==> config.mk <==
export PLATFORM = sky130hd
export DESIGN_NAME = neuron_mac_ctrl_flat
export DESIGN_NICKNAME = d
export VERILOG_FILES = /design/src/rtl/neuron_mac_ctrl_if.sv /design/src/rtl/neuron_mac_ctrl.sv /design/src/flat_wrapper.sv
export SDC_FILE = /design/constraint.sdc
export NUM_CORES = 2
export LEC_CHECK = 0
export BUFFER_PORTS_ARGS = -buffer_cell sky130_fd_sc_hd__buf_2
export CAP_MARGIN = 20
export CORE_MARGIN = 2
export CORE_UTILIZATION = 54
export DETAILED_ROUTE_END_ITERATION = 6
export GPL_TIMING_DRIVEN = 0
export HOLD_SLACK_MARGIN = 0.12
export PLACE_DENSITY = 0.79
export REMOVE_ABC_BUFFERS = 1
export SYNTH_ARGS = -nofsm -noshare
export SYNTH_HDL_FRONTEND = slang
export SYNTH_SLANG_ARGS = --single-unit
==> constraint.sdc <==
create_clock -name clk -period 21 [get_ports clk]
set_input_delay 4.2 -clock clk [delete_from_list [all_inputs] [get_ports clk]]
set_output_delay 4.2 -clock clk [all_outputs]
set_load 0.02 [all_outputs]
==> src/rtl/neuron_mac_ctrl_if.sv <==
// Operand/result bus between the layer scheduler, the neuron sequencer and the
// layer output buffer. The master drives the evaluation, the slave is the sequencer.
interface neuron_mac_ctrl_if;
    logic        start;
    logic [31:0] bias;
    logic        in_valid;
    logic        in_ready;
    logic [31:0] x;
    logic [31:0] w;
    logic        out_valid;
    logic        out_ready;
    logic [31:0] y;
    logic        d;
    logic        busy;

    modport master (
        output start,
        output bias,
        output in_valid,
        output x,
        output w,
        output out_ready,
        input  in_ready,
        input  out_valid,
        input  y,
        input  d,
        input  busy
    );

    modport slave (
        input  start,
        input  bias,
        input  in_valid,
        input  x,
        input  w,
        input  out_ready,
        output in_ready,
        output out_valid,
        output y,
        output d,
        output busy
    );
endinterface

==> src/rtl/neuron_mac_ctrl.sv <==
// Single-neuron Q16.16 evaluation: acc = bias + sum(x*w) over N_IN streamed pairs,
// then y = relu(acc) and d = (acc > 0) are presented with a valid/ready handshake.
module neuron_mac_ctrl #(
    parameter int unsigned N_IN = 16
) (
    input logic              clk,
    input logic              rst_n,
    neuron_mac_ctrl_if.slave bus
);
    localparam int unsigned CNT_W = $clog2(N_IN + 1);
    localparam logic [CNT_W-1:0] LastIdx = CNT_W'(N_IN - 1);

    typedef enum logic [1:0] {
        StIdle,
        StAcc,
        StAct,
        StDone
    } state_e;

    state_e           state_q, state_d;
    logic [31:0]      acc_q, acc_d;
    logic [CNT_W-1:0] cnt_q, cnt_d;
    logic [31:0]      y_q, y_d;
    logic             d_q, d_d;

    logic signed [63:0] x_ext;
    logic signed [63:0] w_ext;
    logic signed [63:0] prod_full;
    logic [31:0]        prod;
    logic               acc_pos;
    logic               unused_prod_bits;

    // Full signed product; keeping bits [47:16] floors toward -inf and wraps on overflow.
    always_comb begin
        x_ext     = {{32{bus.x[31]}}, bus.x};
        w_ext     = {{32{bus.w[31]}}, bus.w};
        prod_full = x_ext * w_ext;
        prod      = prod_full[47:16];
        acc_pos   = ($signed(acc_q) > 32'sd0);
    end

    assign unused_prod_bits = ^{prod_full[63:48], prod_full[15:0]};

    // State and datapath registers with synchronous active-low reset.
    always_ff @(posedge clk) begin
        if (!rst_n) begin
            state_q <= StIdle;
            acc_q   <= '0;
            cnt_q   <= '0;
            y_q     <= '0;
            d_q     <= 1'b0;
        end else begin
            state_q <= state_d;
            acc_q   <= acc_d;
            cnt_q   <= cnt_d;
            y_q     <= y_d;
            d_q     <= d_d;
        end
    end

    // Next-state and datapath update; start is only looked at in idle.
    always_comb begin
        state_d = state_q;
        acc_d   = acc_q;
        cnt_d   = cnt_q;
        y_d     = y_q;
        d_d     = d_q;
        unique case (state_q)
            StIdle: begin
                if (bus.start) begin
                    state_d = StAcc;
                    acc_d   = bus.bias;
                    cnt_d   = '0;
                end
            end
            StAcc: begin
                if (bus.in_valid) begin
                    acc_d = acc_q + prod;
                    cnt_d = cnt_q + CNT_W'(1);
                    if (cnt_q == LastIdx) begin
                        state_d = StAct;
                    end
                end
            end
            StAct: begin
                y_d     = acc_pos ? acc_q : 32'd0;
                d_d     = acc_pos;
                state_d = StDone;
            end
            StDone: begin
                if (bus.out_ready) begin
                    state_d = StIdle;
                end
            end
            default: state_d = StIdle;
        endcase
    end

    // Handshake and status outputs decode directly from the state register.
    always_comb begin
        bus.in_ready  = (state_q == StAcc);
        bus.out_valid = (state_q == StDone);
        bus.busy      = (state_q != StIdle);
        bus.y         = y_q;
        bus.d         = d_q;
    end
endmodule

==> src/flat_wrapper.sv <==
// flat-port wrapper written by rule: the top's interface ports become plain ports
module neuron_mac_ctrl_flat 
#(
    parameter int unsigned N_IN = 16
)
  (clk, rst_n, bus_start, bus_bias, bus_in_valid, bus_x, bus_w, bus_out_ready, bus_in_ready, bus_out_valid, bus_y, bus_d, bus_busy);
  neuron_mac_ctrl_if bus_i ();
  input logic clk;
  input logic rst_n;
  input wire logic [$bits(bus_i.start)-1:0] bus_start;
  input wire logic [$bits(bus_i.bias)-1:0] bus_bias;
  input wire logic [$bits(bus_i.in_valid)-1:0] bus_in_valid;
  input wire logic [$bits(bus_i.x)-1:0] bus_x;
  input wire logic [$bits(bus_i.w)-1:0] bus_w;
  input wire logic [$bits(bus_i.out_ready)-1:0] bus_out_ready;
  output wire logic [$bits(bus_i.in_ready)-1:0] bus_in_ready;
  output wire logic [$bits(bus_i.out_valid)-1:0] bus_out_valid;
  output wire logic [$bits(bus_i.y)-1:0] bus_y;
  output wire logic [$bits(bus_i.d)-1:0] bus_d;
  output wire logic [$bits(bus_i.busy)-1:0] bus_busy;
  assign bus_i.start = bus_start;
  assign bus_i.bias = bus_bias;
  assign bus_i.in_valid = bus_in_valid;
  assign bus_i.x = bus_x;
  assign bus_i.w = bus_w;
  assign bus_i.out_ready = bus_out_ready;
  assign bus_in_ready = bus_i.in_ready;
  assign bus_out_valid = bus_i.out_valid;
  assign bus_y = bus_i.y;
  assign bus_d = bus_i.d;
  assign bus_busy = bus_i.busy;
  neuron_mac_ctrl #(.N_IN(N_IN)) u_core (.clk(clk), .rst_n(rst_n), .bus(bus_i));
endmodule
==> impl_metrics.toml <==
[run_status]
status = "finished, violations left"
violations = "design-rule violations"

[drt]
vias_per_cell = 5.54
met3WireLength_um = 8380
firstDrtPassIters = 7
m1WireLength_um = 33900
post-route-drc-count = 5
routed_wl_um = 82800
dr.max_layer_used = "met4"
drt_iter0_drc = 1700
wl_met2_um = 38400
drtAntennaViolNets = 0
via_count = 23800
avgRoutedWirePerCell_um = 19.2

[clock_network]
cts_tree = "done"
cts.sinks = 72
ctsResizeCount = 0
cts_setup_buffers = 0
cts_made_buffers = 9
insertion_delay_ns = 0.33
ctsHoldBuffers = 0
clock_path_buffers = 2
ctsHtreeMaxLevel = 3
cts-root-buf = "clkbuf_16"
cts.reportedPaths.clkPinSlew_ns = 0.05

[worst_setup_path]
max_stage_delay_ns = 0.63
crit_type = "in2reg"
slowest_stage = "buf_2"
critPathMaxFanout = 32
end_kind = "register"
crit_top_cell = "fa_1"
required_ns = 21.19
crit_path_start_kind = "input pin"
arrival_ns = 13.69

[timing]
max_freq_mhz = 74.1
finalHoldViolCount = 0
period_needed_ns = 13.50
setup_tns_ns = 0
setup_viol = 0
worst_pin_slew_ns = 0.949
worst_slack_ns = 7.50
maxSlewHeadroom_pct = 36.7
slew_violations = 0
rsz0062_at_grt = "no"
period_share_pct = 64.3
fin_worst_skew_ns = 0.00381

[die]
die_h_um = 251
core_um2 = 60400
io_pins = 137
start_util_pct = 54.6
rows = 90
fp.dieW_um = 251
die_area_um2 = 63000

[grt]
grt_pass1_vias = 26300
grt_max_degree = 44
overflow = 0
grt_first_pass_wirelength_um = 138000
antenna_found_initial = 0
gr-usage-all-layers_pct = 27.9

[placement]
pre_cts_ws_ns = 7.34
port_buffers = 136
gp_congestion = 0.871
dp_hpwl_um = 64700

[synth]
yosysSeqAreaShare_pct = 4.37
yosys-top-cells-area = "fa_1, and2_1, inv_1, ha_1, nand2_1"
postSynthAreaPerCell_um2 = 9.26
synth_ff_type = "dfxtp_1"
async_reset_ff_share_pct = 0
synth_area_um2 = 33000
ys_types = 76
yosys.area.top_type = "fa_1"
synth_edf_count = 0
syn_inst = 3557
synth.most_common_cell = "fa_1"
post-synth-top-area-fraction_pct = 51.0
ys_seq_elements = 72
synth_common_cells = "fa_1, inv_1, and2_1"
yosys_warnings = 0

[cells_and_area]
area_delta_synth_final_pct = 3.87
diodes = 0
fin_nets = 4661
layout-drive-gt1-share_pct = 5.08

[job]
cap_viol_max_count = 0

[worst_hold_path]
hold_class = "reg2reg"
==> area by class of cell <==
cell class                      count  area [um^2]
Timing Repair Buffer              140          733
Sequential cell                    72         1440
Inverter                          805         3020
Multi-Input combinational cell   2488        27700
Clock inverter                      2         10.0
Tap cell                          782          978
Fill cell                        5194        26100
Clock buffer                       14          294
==> kinds of logic after synthesis <==
group           count (synthesis)  share of synthesized area [%]
flops                          72                           4.37
simple gates                 1059                           16.7
buf+inv                       997                           11.5
mux                             7                          0.213
compound gates                283                           6.01
xor+xnor                       95                           2.53
fa+ha+maj                    1044                           58.8
==> sequential cells by signal, indices dropped and copies added, names as in the netlist <==
register        count
u_core.bus.d        1
u_core.cnt_q        5
u_core.state_q      2
u_core.acc_q       32
u_core.bus.y       32
==> worst paths after layout <==
path | start | end | slack (ns) | cells after the start
hold reg to reg | u_core.bus.d | u_core.bus.d | 0.45 | 1
setup reg to reg | u_core.state_q[1] | u_core.acc_q[25] | 17.60 | 8
setup / recovery | bus_x[15] | u_core.acc_q[31] | 7.50 | 33
hold / removal | u_core.bus.d | u_core.bus.d | 0.45 | 1
==> worst max-delay path: cells and delay by family <==
| family | cells | cell delay, ns |
|---|---|---|
| AOI/OAI and AO/OA | 13 | 3.08 |
| xor gates and xnor gates | 3 | 0.51 |
| adders and majority gates | 10 | 4.61 |
| buffers and inverters | 5 | 0.85 |
| and+or+nand+nor | 2 | 0.38 |
==> per-stage QoR <==
| stage | hold slack [ns] | instance area [um^2] | std cells | utilization [%] |
|---|---|---|---|---|
| 6_report | 0.452 | 34200 | 4303 | 56.7 |
| 2_1_floorplan | 0.498 | 32200 | 3365 | - |
| 5_1_grt | 0.473 | 34200 | 4303 | 56.7 |
| 3_3_place_gp | 0.432 | 33900 | 4283 | 56.1 |
| 4_1_cts | 0.463 | 34200 | 4303 | 56.7 |
| 3_5_place_dp | 0.444 | 33900 | 4287 | 56.2 |
==> layer usage <==
metal / GRT usage [%] / vias to the layer above
met5: 0 / -
met4: 6.56 / 0
met3: 6.36 / 148
met2: 45.0 / 1118
met1: 38.7 / 12200
li1: - / 10300
==> layout by cell type (no fill, tap or decap), drive strengths merged, types with 14 or more instances in the layout <==
cell type,n
buf,140
a22o,32
nor2,39
a21o,38
clkbuf,14
nand2,423
dfxtp,72
inv,805
and2,508
xor2,21
a21oi,73
fa,839
nand2b,14
nor2b,22
ha,205
o21ai,52
xnor2,74
Power is not shown: default switching activity piles up to over one toggle a cycle in this logic, so the estimate is an artifact.
